==> config.mk <==
export PLATFORM = sky130hd
export DESIGN_NAME = neo_receiver
export DESIGN_NICKNAME = d
export VERILOG_FILES = /design/src/rtl/neo_receiver.sv
export SDC_FILE = /design/constraint.sdc
export NUM_CORES = 1
export LEC_CHECK = 0
export BUFFER_PORTS_ARGS = -buffer_cell sky130_fd_sc_hd__buf_2
export CAP_MARGIN = 25
export CORE_UTILIZATION = 63
export DETAILED_ROUTE_END_ITERATION = 8
export PLACE_DENSITY = 0.84
export SYNTH_ARGS = -nofsm -noshare
export SYNTH_HDL_FRONTEND = slang
export SYNTH_SLANG_ARGS = --single-unit
==> constraint.sdc <==
create_clock -name clock -period 4.7 [get_ports clock]
set_input_delay 0.705 -clock clock [delete_from_list [all_inputs] [get_ports clock]]
set_output_delay 0.705 -clock clock [all_outputs]
set_load 0.05 [all_outputs]
==> src/rtl/neo_receiver.sv <==
// WS2812-style one-wire receiver: decodes pulse-width bits into GRB pixels and detects the latch.
// Latency: line fall of bit 23 -> pixel_valid 4 cycles; no backpressure (strobes are unconditional).
module neo_receiver #(
  parameter int CLK_HZ     = 50_000_000,
  parameter int BIT_THRESH = 26,
  parameter int MIN_HIGH   = 8,
  parameter int MAX_HIGH   = 50,
  parameter int LATCH_LOW  = CLK_HZ / 20_000,
  parameter int NUM_PIXELS = 8
) (
  input  logic                            clock,
  input  logic                            reset,
  input  logic                            neo_data,
  output logic                            pixel_valid,
  output logic [$clog2(NUM_PIXELS)-1:0]   pixel_index,
  output logic [7:0]                      green,
  output logic [7:0]                      red,
  output logic [7:0]                      blue,
  output logic                            frame_done,
  output logic [$clog2(NUM_PIXELS+1)-1:0] pixel_count,
  output logic                            error
);
  localparam int IW = $clog2(NUM_PIXELS);
  localparam int PW = $clog2(NUM_PIXELS + 1);
  localparam int HW = $clog2(MAX_HIGH + 2);
  localparam int LW = $clog2(LATCH_LOW + 1);
  localparam logic [HW-1:0] HIGH_SAT = HW'(MAX_HIGH + 1);
  localparam logic [HW-1:0] MIN_H    = HW'(MIN_HIGH);
  localparam logic [HW-1:0] MAX_H    = HW'(MAX_HIGH);
  localparam logic [HW-1:0] THR      = HW'(BIT_THRESH);
  localparam logic [LW-1:0] LOW_SAT  = LW'(LATCH_LOW);
  localparam logic [PW-1:0] PIX_MAX  = PW'(NUM_PIXELS);

  typedef enum logic [1:0] {SYNC, IDLE, HIGH, LOW} state_e;

  state_e          state_q, state_d;
  logic            sync1_q, sync2_q, line_q;
  logic            rise, fall;
  logic [HW-1:0]   high_cnt_q, high_cnt_d;
  logic [LW-1:0]   low_cnt_q, low_cnt_d;
  logic [23:0]     sr_q, sr_d;
  logic [4:0]      bit_cnt_q, bit_cnt_d;
  logic [PW-1:0]   pix_cnt_q, pix_cnt_d;
  logic            word_done_q, word_done_d;
  logic            err_q, err_d;
  logic            pv_q, pv_d;
  logic            fd_q, fd_d;
  logic [PW-1:0]   pc_q, pc_d;
  logic [IW-1:0]   idx_q, idx_d;
  logic [7:0]      g_q, g_d, r_q, r_d, b_q, b_d;

  assign rise = sync2_q & ~line_q;
  assign fall = ~sync2_q & line_q;

  // A fall always arrives with low_cnt at 0, so a word and a latch can never complete together.
  always_comb begin
    high_cnt_d = high_cnt_q;
    low_cnt_d  = low_cnt_q;
    if (sync2_q) begin
      low_cnt_d = '0;
      if (rise)
        high_cnt_d = HW'(1);
      else if (high_cnt_q != HIGH_SAT)
        high_cnt_d = high_cnt_q + HW'(1);
    end else if (low_cnt_q != LOW_SAT) begin
      low_cnt_d = low_cnt_q + LW'(1);
    end
  end

  always_comb begin
    state_d     = state_q;
    sr_d        = sr_q;
    bit_cnt_d   = bit_cnt_q;
    pix_cnt_d   = pix_cnt_q;
    word_done_d = 1'b0;
    err_d       = err_q;
    pv_d        = 1'b0;
    fd_d        = 1'b0;
    pc_d        = pc_q;
    idx_d       = idx_q;
    g_d         = g_q;
    r_d         = r_q;
    b_d         = b_q;

    if (word_done_q) begin
      if (pix_cnt_q < PIX_MAX) begin
        pv_d      = 1'b1;
        idx_d     = pix_cnt_q[IW-1:0];
        g_d       = sr_q[23:16];
        r_d       = sr_q[15:8];
        b_d       = sr_q[7:0];
        pix_cnt_d = pix_cnt_q + PW'(1);
      end else begin
        err_d = 1'b1;
      end
    end

    unique case (state_q)
      SYNC: if (low_cnt_q == LOW_SAT) state_d = IDLE;
      IDLE: if (rise) begin
        state_d   = HIGH;
        err_d     = 1'b0;
        bit_cnt_d = '0;
        pix_cnt_d = '0;
      end
      HIGH: if (fall) begin
        state_d = LOW;
        if (high_cnt_q < MIN_H || high_cnt_q > MAX_H) begin
          err_d = 1'b1;
        end else begin
          sr_d = {sr_q[22:0], (high_cnt_q >= THR)};
          if (bit_cnt_q == 5'd23) begin
            bit_cnt_d   = '0;
            word_done_d = 1'b1;
          end else begin
            bit_cnt_d = bit_cnt_q + 5'd1;
          end
        end
      end
      LOW: begin
        if (rise) begin
          state_d = HIGH;
        end else if (low_cnt_q == LOW_SAT) begin
          state_d = IDLE;
          fd_d    = 1'b1;
          pc_d    = pix_cnt_q;
          if (bit_cnt_q != 5'd0) err_d = 1'b1;
        end
      end
      default: state_d = SYNC;
    endcase
  end

  always_ff @(posedge clock or negedge reset) begin
    if (!reset) begin
      sync1_q     <= 1'b0;
      sync2_q     <= 1'b0;
      line_q      <= 1'b0;
      state_q     <= SYNC;
      high_cnt_q  <= '0;
      low_cnt_q   <= '0;
      sr_q        <= '0;
      bit_cnt_q   <= '0;
      pix_cnt_q   <= '0;
      word_done_q <= 1'b0;
      err_q       <= 1'b0;
      pv_q        <= 1'b0;
      fd_q        <= 1'b0;
      pc_q        <= '0;
      idx_q       <= '0;
      g_q         <= '0;
      r_q         <= '0;
      b_q         <= '0;
    end else begin
      sync1_q     <= neo_data;
      sync2_q     <= sync1_q;
      line_q      <= sync2_q;
      state_q     <= state_d;
      high_cnt_q  <= high_cnt_d;
      low_cnt_q   <= low_cnt_d;
      sr_q        <= sr_d;
      bit_cnt_q   <= bit_cnt_d;
      pix_cnt_q   <= pix_cnt_d;
      word_done_q <= word_done_d;
      err_q       <= err_d;
      pv_q        <= pv_d;
      fd_q        <= fd_d;
      pc_q        <= pc_d;
      idx_q       <= idx_d;
      g_q         <= g_d;
      r_q         <= r_d;
      b_q         <= b_d;
    end
  end

  assign pixel_valid = pv_q;
  assign pixel_index = idx_q;
  assign green       = g_q;
  assign red         = r_q;
  assign blue        = b_q;
  assign frame_done  = fd_q;
  assign pixel_count = pc_q;
  assign error       = err_q;
endmodule

==> results of run 1 <==
[power breakdown]
group / leakage [nW] / total (mW) / switching [mW] / internal (mW)
sequential: 1.26 / 0.811 / 0.0184 / 0.792
clock: 0.0979 / 0.534 / 0.282 / 0.253
combinational: 0.841 / 0.0558 / 0.0367 / 0.0192
total: 2.20 / 1.40 / 0.337 / 1.06
[layout make-up]
type | count | area share
Clock buffer | 10 | 0.02982
Timing Repair Buffer | 39 | 0.04794
Clock inverter | 6 | 0.01695
Multi-Input combinational cell | 188 | 0.3426
Inverter | 10 | 0.008769
Sequential cell | 91 | 0.5320
Tap cell | 75 | 0.02192
[per-stage QoR]
stage | setup WS (ns) | area (um2)
6_report | 2.167 | 4280
5_1_grt | 1.997 | 4280
4_1_cts | 2.160 | 4280
3_5_place_dp | 2.177 | 4080
3_3_place_gp | 2.255 | 4080
2_1_floorplan | 2.347 | 3824
[per-layer routing]
| metal | global-route usage | vias up |
|---|---|---|
| met5 | 0 | - |
| met4 | 0.1089 | 0 |
| met3 | 0.05486 | 9 |
| met2 | 0.3932 | 56 |
| met1 | 0.3046 | 1221 |
| li1 | - | 1134 |
[Yosys cell counts (all sizes together), types with 3 or more instances]
cell,n
mux2i,5
xor2,3
a21oi,9
a21o,3
buf,4
o21ai,10
nor2,23
a22o,3
or3,6
dfrtp,91
nor3,5
nand2,15
ha,6
xnor2,7
inv,10
mux2,55
nand3,9
nand2b,4
clkbuf,6
[how the worst max path moves through the flow]
stage,endpoint,start,depth (start not counted)
CTS,pixel_count[0]$_DFFE_PN0P_,low_cnt_q[0]$_DFFE_PN0P_,6
detailed placement,pixel_count[0]$_DFFE_PN0P_,low_cnt_q[0]$_DFFE_PN0P_,6
finish,pixel_count[0]$_DFFE_PN0P_,low_cnt_q[1]$_DFFE_PN0P_,6
global placement,pixel_count[1]$_DFFE_PN0P_,low_cnt_q[0]$_DFFE_PN0P_,6
floorplan,pixel_count[0]$_DFFE_PN0P_,low_cnt_q[0]$_DFFE_PN0P_,8
global route,sr_q[14]$_DFFE_PN0P_,sync2_q$_DFF_PN0_,5
[flip-flops by register name (all words and copies together) (netlist names)]
name	cells
high_cnt_q	6
red	8
pixel_count	4
frame_done	1
sync1_q	1
state_q	2
sync2_q	1
blue	8
pix_cnt_q	4
error	1
pixel_index	3
bit_cnt_q	5
line_q	1
sr_q	24
word_done_q	1
pixel_valid	1
green	8
low_cnt_q	12
[worst max-delay path: stages, from the launching register on]
cell	delay [ns]
dfrtp_1	0.43
inv_1	0.07
ha_1	0.14
or4b_1	0.42
or3_1	0.50
or3_1	0.51
mux2_4	0.35
[logic make-up (layout without fill, tap and decap cells)]
kind of cell / count (synthesis) / count (layout) / share of synthesized area
flip-flops: 91 / 91 / 0.5955
AND/OR/NAND/NOR: 74 / 74 / 0.09587
multiplexers: 60 / 60 / 0.1790
AO/OA/AOI/OAI: 38 / 38 / 0.06479
buffers and inverters: 20 / 65 / 0.02225
XOR/XNOR: 10 / 10 / 0.02291
adder cells (fa/ha/maj): 6 / 6 / 0.01963
==> impl_metrics.py, run 1 <==
metrics = {
    "worst_setup_path": {
        "cp.required_ns": 4.94,
        "reg2reg_depth": 6,
        "crit_path_end_kind": "register",
        "worst-setup-path-type": "register to register",
        "crit_fanout": 6,
        "regToRegStartpoint": "low_cnt_q[1]$_DFFE_PN0P_",
        "start_kind": "register",
        "r2r_end": "pixel_count[0]$_DFFE_PN0P_",
        "reg2reg_slack_ns": 2.17,
        "cp_data_arrival_time_ns": 2.78,
    },
    "power": {
        "power_density_nw_per_um2": 327.3,
        "leakage_nw": 2.196,
        "peakVddDrop_mv": 0.2264,
        "power_mw": 1.401,
    },
    "synth": {
        "synth_nets": 308,
        "ys.warnings.count": 0,
        "yosysTopAreaCell": "dfrtp_1",
        "synth_seq_cells": 91,
        "syn_inst": 299,
        "yosys-top-cells-area": "dfrtp_1, mux2_2, nor2_1",
        "yosysUniqueCellTypes": 40,
        "synth_top_area_frac": 0.5955,
        "ys_seq_area_frac": 0.5955,
        "mappedNetlistArea_um2": 3824,
        "synthArstFlopShare": 1.000,
        "avgSynthCellArea_um2": 12.79,
        "synth_ff_type": "dfrtp_1",
        "synth_edf_count": 0,
    },
    "detailed_routing": {
        "wl_met3_um": 268,
        "postRouteWirelength_mm": 6.856,
        "drtIter0Drc": 148,
        "drc_errors": 1,
        "detail-route-antenna-nets": 0,
        "routed.top_layer": "met4",
        "via_count": 2420,
        "avgRoutedWirePerCell_um": 16.36,
        "drt_pass1_iterations": 8,
        "drt-vias-per-instance": 5.776,
        "m1WireLength_mm": 2.984,
        "routed-wl-met2_mm": 3.501,
    },
    "final_layout": {
        "drive_above_1_share": 0.3285,
        "utilization": 0.7273,
        "final_cells": 419,
        "nFillCells": 383,
        "nets": 348,
        "diodes": 0,
        "layout_commonest_cell": "dfrtp_1",
        "multi_input_area_um2": 1466,
        "mostFrequentLayoutCells": "dfrtp_1, mux2_2, buf_2, nor2_1, nand2_1",
        "ff_latch_area_um2": 2277,
        "synthToLayoutAreaGrowth_pct": 11.94,
    },
    "floorplan": {
        "fp.dieH_um": 79.91,
        "ios": 37,
        "die_x_um": 79.91,
        "start_util": 0.6497,
        "die_area_um2": 6385,
        "row_count": 28,
        "core-area_um2": 5886,
    },
    "clocking": {
        "cts_hold_buf": 0,
        "path_clk_slew_ns": 0.09,
        "numCtsBuffers": 9,
        "cts_resized": 0,
        "clockBufferDepth": 2,
        "clock-root-buffer": "clkbuf_8",
        "cts-htree-levels": 3,
        "clk_latency_ns": 0.36,
        "postCtsSetupBuffers": 0,
        "cts_tree": "built",
        "cts_num_sinks": 91,
    },
    "sta": {
        "rsz0062_at_grt": "false",
        "hold_ws_ns": 0.3123,
        "worst_pin_slew_ns": 0.6663,
        "setup_viol_count_final": 0,
        "drv_slew": 0,
        "relSlewSlack": 0.5553,
        "fmax_mhz": 394.8,
        "totalNegativeSetupSlack_ns": 0,
        "hold_viol": 0,
        "final.setup_skew_ns": 0.01174,
        "fin_crit_sh": 0.5389,
        "period_minus_slack_ns": 2.533,
    },
    "global_route": {
        "grt_antenna_before_repair": 0,
        "overflow": 0,
        "grt_max_degree": 52,
        "grt_pass1_vias": 2429,
        "grt_first_pass_wirelength_mm": 11.39,
        "grtUsageTotal": 0.2400,
    },
    "placed_design": {
        "port_buffers": 36,
        "place_congestion": 0.8136,
        "placed_cells": 403,
        "dp_hpwl_mm": 4.609,
    },
    "run_status": {
        "outcome": "finished, violations left",
        "violations": "DRC",
    },
    "worst_hold_path": {
        "hold_class": "input pin to asynchronous set/reset pin",
    },
    "flow_run": {
        "cap_violations": 0,
    },
}
Note: power is estimated with default switching activity, not from simulation.
==> inputs of run 2 (changes only) <==
--- a/config.mk
+++ b/config.mk
@@ -7,9 +7,9 @@
 export LEC_CHECK = 0
 export BUFFER_PORTS_ARGS = -buffer_cell sky130_fd_sc_hd__buf_2
 export CAP_MARGIN = 25
-export CORE_UTILIZATION = 63
+export CORE_UTILIZATION = 58
 export DETAILED_ROUTE_END_ITERATION = 8
-export PLACE_DENSITY = 0.84
+export PLACE_DENSITY = 0.78
 export SYNTH_ARGS = -nofsm -noshare
 export SYNTH_HDL_FRONTEND = slang
 export SYNTH_SLANG_ARGS = --single-unit
==> constraint.sdc (replaced) <==
create_clock -name clock -period 2.35 [get_ports clock]
set_input_delay 0.3525 -clock clock [delete_from_list [all_inputs] [get_ports clock]]
set_output_delay 0.3525 -clock clock [all_outputs]
set_load 0.05 [all_outputs]
==> impl_metrics.py, run 2 (synthesis results as in run 1) <==
metrics = {
    "final_layout": {
        "nFillCells": 453,
        "mostFrequentLayoutCells": "dfrtp_1, mux2_2, buf_2, nor2_1, nand2_1",
        "multi_input_area_um2": 1471,
        "synthToLayoutAreaGrowth_pct": 13.58,
        "diodes": 0,
        "drive_above_1_share": 0.3372,
        "ff_latch_area_um2": 2277,
        "biggestRegsByFlops": "sr_q: 24 flops, low_cnt_q: 12 flops",
        "final_cells": 424,
        "top_register": "sr_q",
        "layout_commonest_cell": "dfrtp_1",
        "utilization": 0.6839,
        "nets": 352,
        "largest_reg_flops": 24,
    },
    "worst_setup_path": {
        "crit_end": "pixel_count[1]$_DFFE_PN0P_",
        "worst-setup-path-type": "register to register",
        "r2r_end": "pixel_count[1]$_DFFE_PN0P_",
        "start_kind": "register",
        "worst_path_max_delay_cell": "dfrtp_1",
        "cp.required_ns": 2.59,
        "crit_fanout": 6,
        "regToRegStartpoint": "low_cnt_q[1]$_DFFE_PN0P_",
        "cp_data_arrival_time_ns": 2.44,
        "reg2reg_depth": 6,
        "cp_cell_sequence": "inv_1 -> ha_1 -> or4b_1 -> or3_1 -> or3_4 -> mux2_4",
        "reg2reg_slack_ns": 0.15,
        "critical_path.startpoint": "low_cnt_q[1]$_DFFE_PN0P_",
        "crit_path_end_kind": "register",
        "max_stage_delay_ns": 0.43,
    },
    "sta": {
        "hold_viol": 0,
        "worst_pin_slew_ns": 0.5728,
        "worst_slack_ns": 0.1517,
        "totalNegativeSetupSlack_ns": 0,
        "fmax_mhz": 454.9,
        "relSlewSlack": 0.6152,
        "fin_crit_sh": 0.9355,
        "final.setup_skew_ns": 0.007802,
        "setup_viol_count_final": 0,
        "drv_slew": 0,
        "rsz0062_at_grt": "false",
        "period_minus_slack_ns": 2.198,
    },
    "global_route": {
        "overflow": 0,
        "grt_pass1_vias": 2365,
        "grt_antenna_before_repair": 0,
        "grtUsageTotal": 0.2017,
        "grt_max_degree": 51,
        "grt_first_pass_wirelength_mm": 10.98,
    },
    "floorplan": {
        "core-area_um2": 6350,
        "die_x_um": 83.20,
        "start_util": 0.6022,
        "ios": 37,
        "die_area_um2": 6921,
        "row_count": 29,
        "fp.dieH_um": 83.20,
    },
    "clocking": {
        "cts_num_sinks": 91,
        "clk_latency_ns": 0.35,
        "clockBufferDepth": 2,
        "cts_tree": "built",
        "cts-htree-levels": 3,
        "path_clk_slew_ns": 0.09,
        "numCtsBuffers": 9,
        "clock-root-buffer": "clkbuf_8",
    },
    "detailed_routing": {
        "drt_pass1_iterations": 4,
        "drc_errors": 0,
        "postRouteWirelength_mm": 6.369,
        "drt-vias-per-instance": 5.653,
        "avgRoutedWirePerCell_um": 15.02,
        "drtIter0Drc": 143,
        "via_count": 2397,
        "detail-route-antenna-nets": 0,
    },
    "placed_design": {
        "port_buffers": 36,
        "place_congestion": 0.7921,
        "dp_hpwl_mm": 4.276,
        "post-place-ws_ns": 0.04518,
        "placed_cells": 408,
    },
    "power": {
        "clockPowerShare": 0.378,
        "peakVddDrop_mv": 0.5088,
        "pwr-share-seq": 0.578,
        "p_int_mw": 2.129,
        "leakage_nw": 2.219,
        "pwr-share-comb": 0.044,
        "power_density_nw_per_um2": 644.2,
        "swShare": 0.2390,
        "switchingPower_uw": 668.6,
    },
    "run_status": {
        "outcome": "finished clean",
    },
    "flow_run": {
        "cap_violations": 0,
    },
    "worst_hold_path": {
        "hold_class": "input pin to register",
    },
}
==> run 2: power groups by stage <==
stage | sequential, mW | combinational (mW) | clock [mW]
floorplan | 1.64 | 0.0696 | 0
global placement | 1.65 | 0.120 | 0
finish | 1.62 | 0.124 | 1.06
detailed placement | 1.65 | 0.127 | 0
CTS | 1.62 | 0.128 | 1.08
global route | 1.62 | 0.145 | 1.15
==> run 2: cell type report <==
class,instances,area share
multi-input combinational,188,0.3388
sequential,91,0.5243
timing repair buffer,43,0.06050
clock buffer,9,0.02852
inverter,10,0.008643
tap,77,0.02218
clock inverter,6,0.01700
==> run 2: through the flow <==
step | power (mW) | instance area [um2] | hold WS [ns]
after global placement | 1.765 | 4130 | 0.3341
after global routing | 2.915 | 4343 | 0.1026
after floorplan | 1.708 | 3830 | 0.05691
after CTS | 2.828 | 4338 | 0.1033
after detailed placement | 1.772 | 4130 | 0.3503
final | 2.798 | 4343 | 0.1154
==> run 2: timing repair <==
action | in CTS | in global routing
hold buffers | 1 | 0
endpoints found under the setup margin | 0 | 4
hold endpoints to repair | 41 | 0
setup buffers | 0 | 0
resized for setup | 0 | 1
==> run 2: worst max-delay path: cells and delay by family (launching register included) <==
kind,cells,cell delay [ns]
fa+ha+maj,1,0.12
mux,1,0.31
simple gates,3,1.15
buf+inv,1,0.07
flops,1,0.43
==> run 2: how the worst min path moves through the flow <==
stage / startpoint / endpoint / slack, ns / depth (start not counted)
3_3_place_gp: sync1_q$_DFF_PN0_ / sync2_q$_DFF_PN0_ / 0.33 / 0
4_1_cts: neo_data / sync1_q$_DFF_PN0_ / 0.10 / 1
5_1_grt: neo_data / sync1_q$_DFF_PN0_ / 0.10 / 1
6_report: neo_data / sync1_q$_DFF_PN0_ / 0.12 / 1
3_5_place_dp: sync1_q$_DFF_PN0_ / sync2_q$_DFF_PN0_ / 0.35 / 0
2_1_floorplan: reset / bit_cnt_q[0]$_DFFE_PN0P_ / 0.06 / 0
==> run 2: per-layer routing <==
metal	track usage	part of all wire
met4	0.07367	0.015
met2	0.3256	0.48
met5	0	0
met3	0.04473	0.031
met1	0.2705	0.47
==> inputs of run 3 (changes only) <==
--- a/config.mk
+++ b/config.mk
@@ -9,7 +9,9 @@
 export CAP_MARGIN = 25
 export CORE_UTILIZATION = 58
 export DETAILED_ROUTE_END_ITERATION = 8
+export MAX_ROUTING_LAYER = met4
 export PLACE_DENSITY = 0.78
+export SETUP_SLACK_MARGIN = 0.3
 export SYNTH_ARGS = -nofsm -noshare
 export SYNTH_HDL_FRONTEND = slang
 export SYNTH_SLANG_ARGS = --single-unit
==> impl_metrics.py, run 3 (synthesis results as in run 1) <==
metrics = {
    "power": {
        "pwr-share-comb": 0.048,
        "pwr-share-seq": 0.575,
        "power_mw": 2.807,
        "power_density_nw_per_um2": 638.0,
        "peakVddDrop_mv": 0.4544,
        "switchingPower_uw": 669.5,
        "swShare": 0.2386,
        "leakage_nw": 2.248,
        "p_int_mw": 2.137,
        "clockPowerShare": 0.377,
    },
    "worst_setup_path": {
        "crit_path_end_kind": "register",
        "crit_top_cell": "or3_4",
        "worst_path_max_delay_cell": "or4b_1",
        "max_stage_delay_ns": 0.43,
        "worst-setup-path-type": "register to register",
        "start_kind": "register",
        "cp_cell_sequence": "inv_1 -> ha_1 -> or4b_1 -> or3_4 -> or3_4 -> mux2_4",
        "crit_fanout": 6,
        "cp_data_arrival_time_ns": 2.41,
        "crit_family": "simple AND/OR/NAND/NOR gates",
        "cp_num_buf_inv": 1,
        "cp.required_ns": 2.59,
    },
    "floorplan": {
        "start_util": 0.6022,
        "fp.dieH_um": 83.20,
        "die_area_um2": 6921,
        "ios": 37,
        "die_x_um": 83.20,
        "row_count": 29,
        "core-area_um2": 6350,
    },
    "final_layout": {
        "top_register": "sr_q",
        "largest_reg_flops": 24,
        "biggestRegsByFlops": "sr_q: 24 flops, low_cnt_q: 12 flops",
        "nFillCells": 438,
        "design_area_um2": 4399,
        "drive_above_1_share": 0.3484,
        "layout_commonest_cell": "dfrtp_1",
        "nets": 357,
        "multi_input_area_um2": 1476,
        "diodes": 0,
        "synthToLayoutAreaGrowth_pct": 15.05,
        "mostFrequentLayoutCells": "dfrtp_1, mux2_2, buf_2, nor2_1, nand2_1",
        "ff_latch_area_um2": 2277,
    },
    "global_route": {
        "grt_pass1_vias": 2420,
        "grt_first_pass_wirelength_mm": 11.63,
        "grt_antenna_before_repair": 0,
        "grt_max_degree": 40,
        "overflow": 0,
        "grtUsageTotal": 0.2196,
    },
    "run_status": {
        "outcome": "finished clean",
    },
    "detailed_routing": {
        "drc_errors": 0,
        "detail-route-antenna-nets": 0,
        "postRouteWirelength_mm": 6.617,
        "drt_pass1_iterations": 5,
        "drtIter0Drc": 161,
        "avgRoutedWirePerCell_um": 15.39,
        "drt-vias-per-instance": 5.619,
        "via_count": 2416,
    },
    "worst_hold_path": {
        "hold_class": "input pin to register",
    },
    "sta": {
        "final.setup_skew_ns": 0.01390,
        "relSlewSlack": 0.6141,
        "totalNegativeSetupSlack_ns": 0,
        "fin_crit_sh": 0.9210,
        "setup_viol_count_final": 0,
        "worst_pin_slew_ns": 0.5708,
        "period_minus_slack_ns": 2.164,
        "fmax_mhz": 462.0,
        "hold_viol": 0,
        "drv_slew": 0,
        "rsz0062_at_grt": "true",
    },
    "flow_run": {
        "cap_violations": 0,
    },
    "clocking": {
        "path_clk_slew_ns": 0.09,
        "clk_latency_ns": 0.36,
        "cts-htree-levels": 3,
        "clockBufferDepth": 2,
        "cts_num_sinks": 91,
        "cts_tree": "built",
        "numCtsBuffers": 9,
        "clock-root-buffer": "clkbuf_8",
    },
    "placed_design": {
        "placed_area_um2": 4158,
        "dp_hpwl_mm": 4.280,
        "place_congestion": 0.7913,
        "port_buffers": 36,
    },
}
run 3: cell types whose count changed in the layout (fill, tap and decap cells not counted):
cell,previous run,this run
o21ai_0,10,9
inv_8,1,0
o21ai_1,0,1
or3_1,5,4
or3_4,1,2
buf_12,2,3
buf_4,5,9
clkbuf_1,0,1
clkinv_4,0,1
run 3: final timing paths:
check | from | to | slack, ns | cells past startpoint
setup / recovery | low_cnt_q[0]$_DFFE_PN0P_ | pixel_count[0]$_DFFE_PN0P_ | 0.19 | 6
hold / removal | neo_data | sync1_q$_DFF_PN0_ | 0.11 | 1
setup reg to reg | low_cnt_q[0]$_DFFE_PN0P_ | pixel_count[0]$_DFFE_PN0P_ | 0.19 | 6
hold reg to reg | sync1_q$_DFF_PN0_ | sync2_q$_DFF_PN0_ | 0.37 | 0
max in group asynchronous | reset | red[3]$_DFFE_PN0P_ | 1.24 | 3
min in group asynchronous | reset | bit_cnt_q[3]$_DFFE_PN0P_ | 0.51 | 2
run 3: metal layers:
metal  GRT usage  routed length [um]  share of wire
met2      0.3241                3117           0.47
met4      0.1160                 164          0.025
met3     0.04374                 248          0.037
met5           -                   0              0
met1      0.2902                3087           0.47
run 3: metrics by stage:
stage	instances	hold slack (ns)	util	setup slack, ns
2_1_floorplan	299	0.05691	-	0.05615
3_3_place_gp	410	0.3324	0.6548	0.1159
3_5_place_dp	410	0.3595	0.6548	0.08292
4_1_cts	429	0.08854	0.6908	0.2107
5_1_grt	430	0.08846	0.6928	0.08508
6_report	430	0.1060	0.6928	0.1856
run 3: repair_timing:
action | 4_1_cts | 5_1_grt
gates resized for setup | 1 | 2
setup buffers | 2 | 1
setup endpoints to repair | 6 | 22
hold endpoints to repair | 37 | 0
hold buffers | 1 | 0
run 3: layout make-up:
type,count,share of cell area
repair buffers,48,0.07110
well taps,77,0.02190
multi-input cells,188,0.3356
clock buffers,10,0.02901
inverters,10,0.008532
clock inverters,6,0.01621
flip-flops and latches,91,0.5176
run 3: power groups by stage:
stage | clock [mW] | combinational (mW) | sequential, mW
5_1_grt | 1.14 | 0.154 | 1.62
6_report | 1.06 | 0.135 | 1.61
4_1_cts | 1.08 | 0.132 | 1.61
3_3_place_gp | 0 | 0.121 | 1.64
3_5_place_dp | 0 | 0.125 | 1.65
2_1_floorplan | 0 | 0.0696 | 1.64
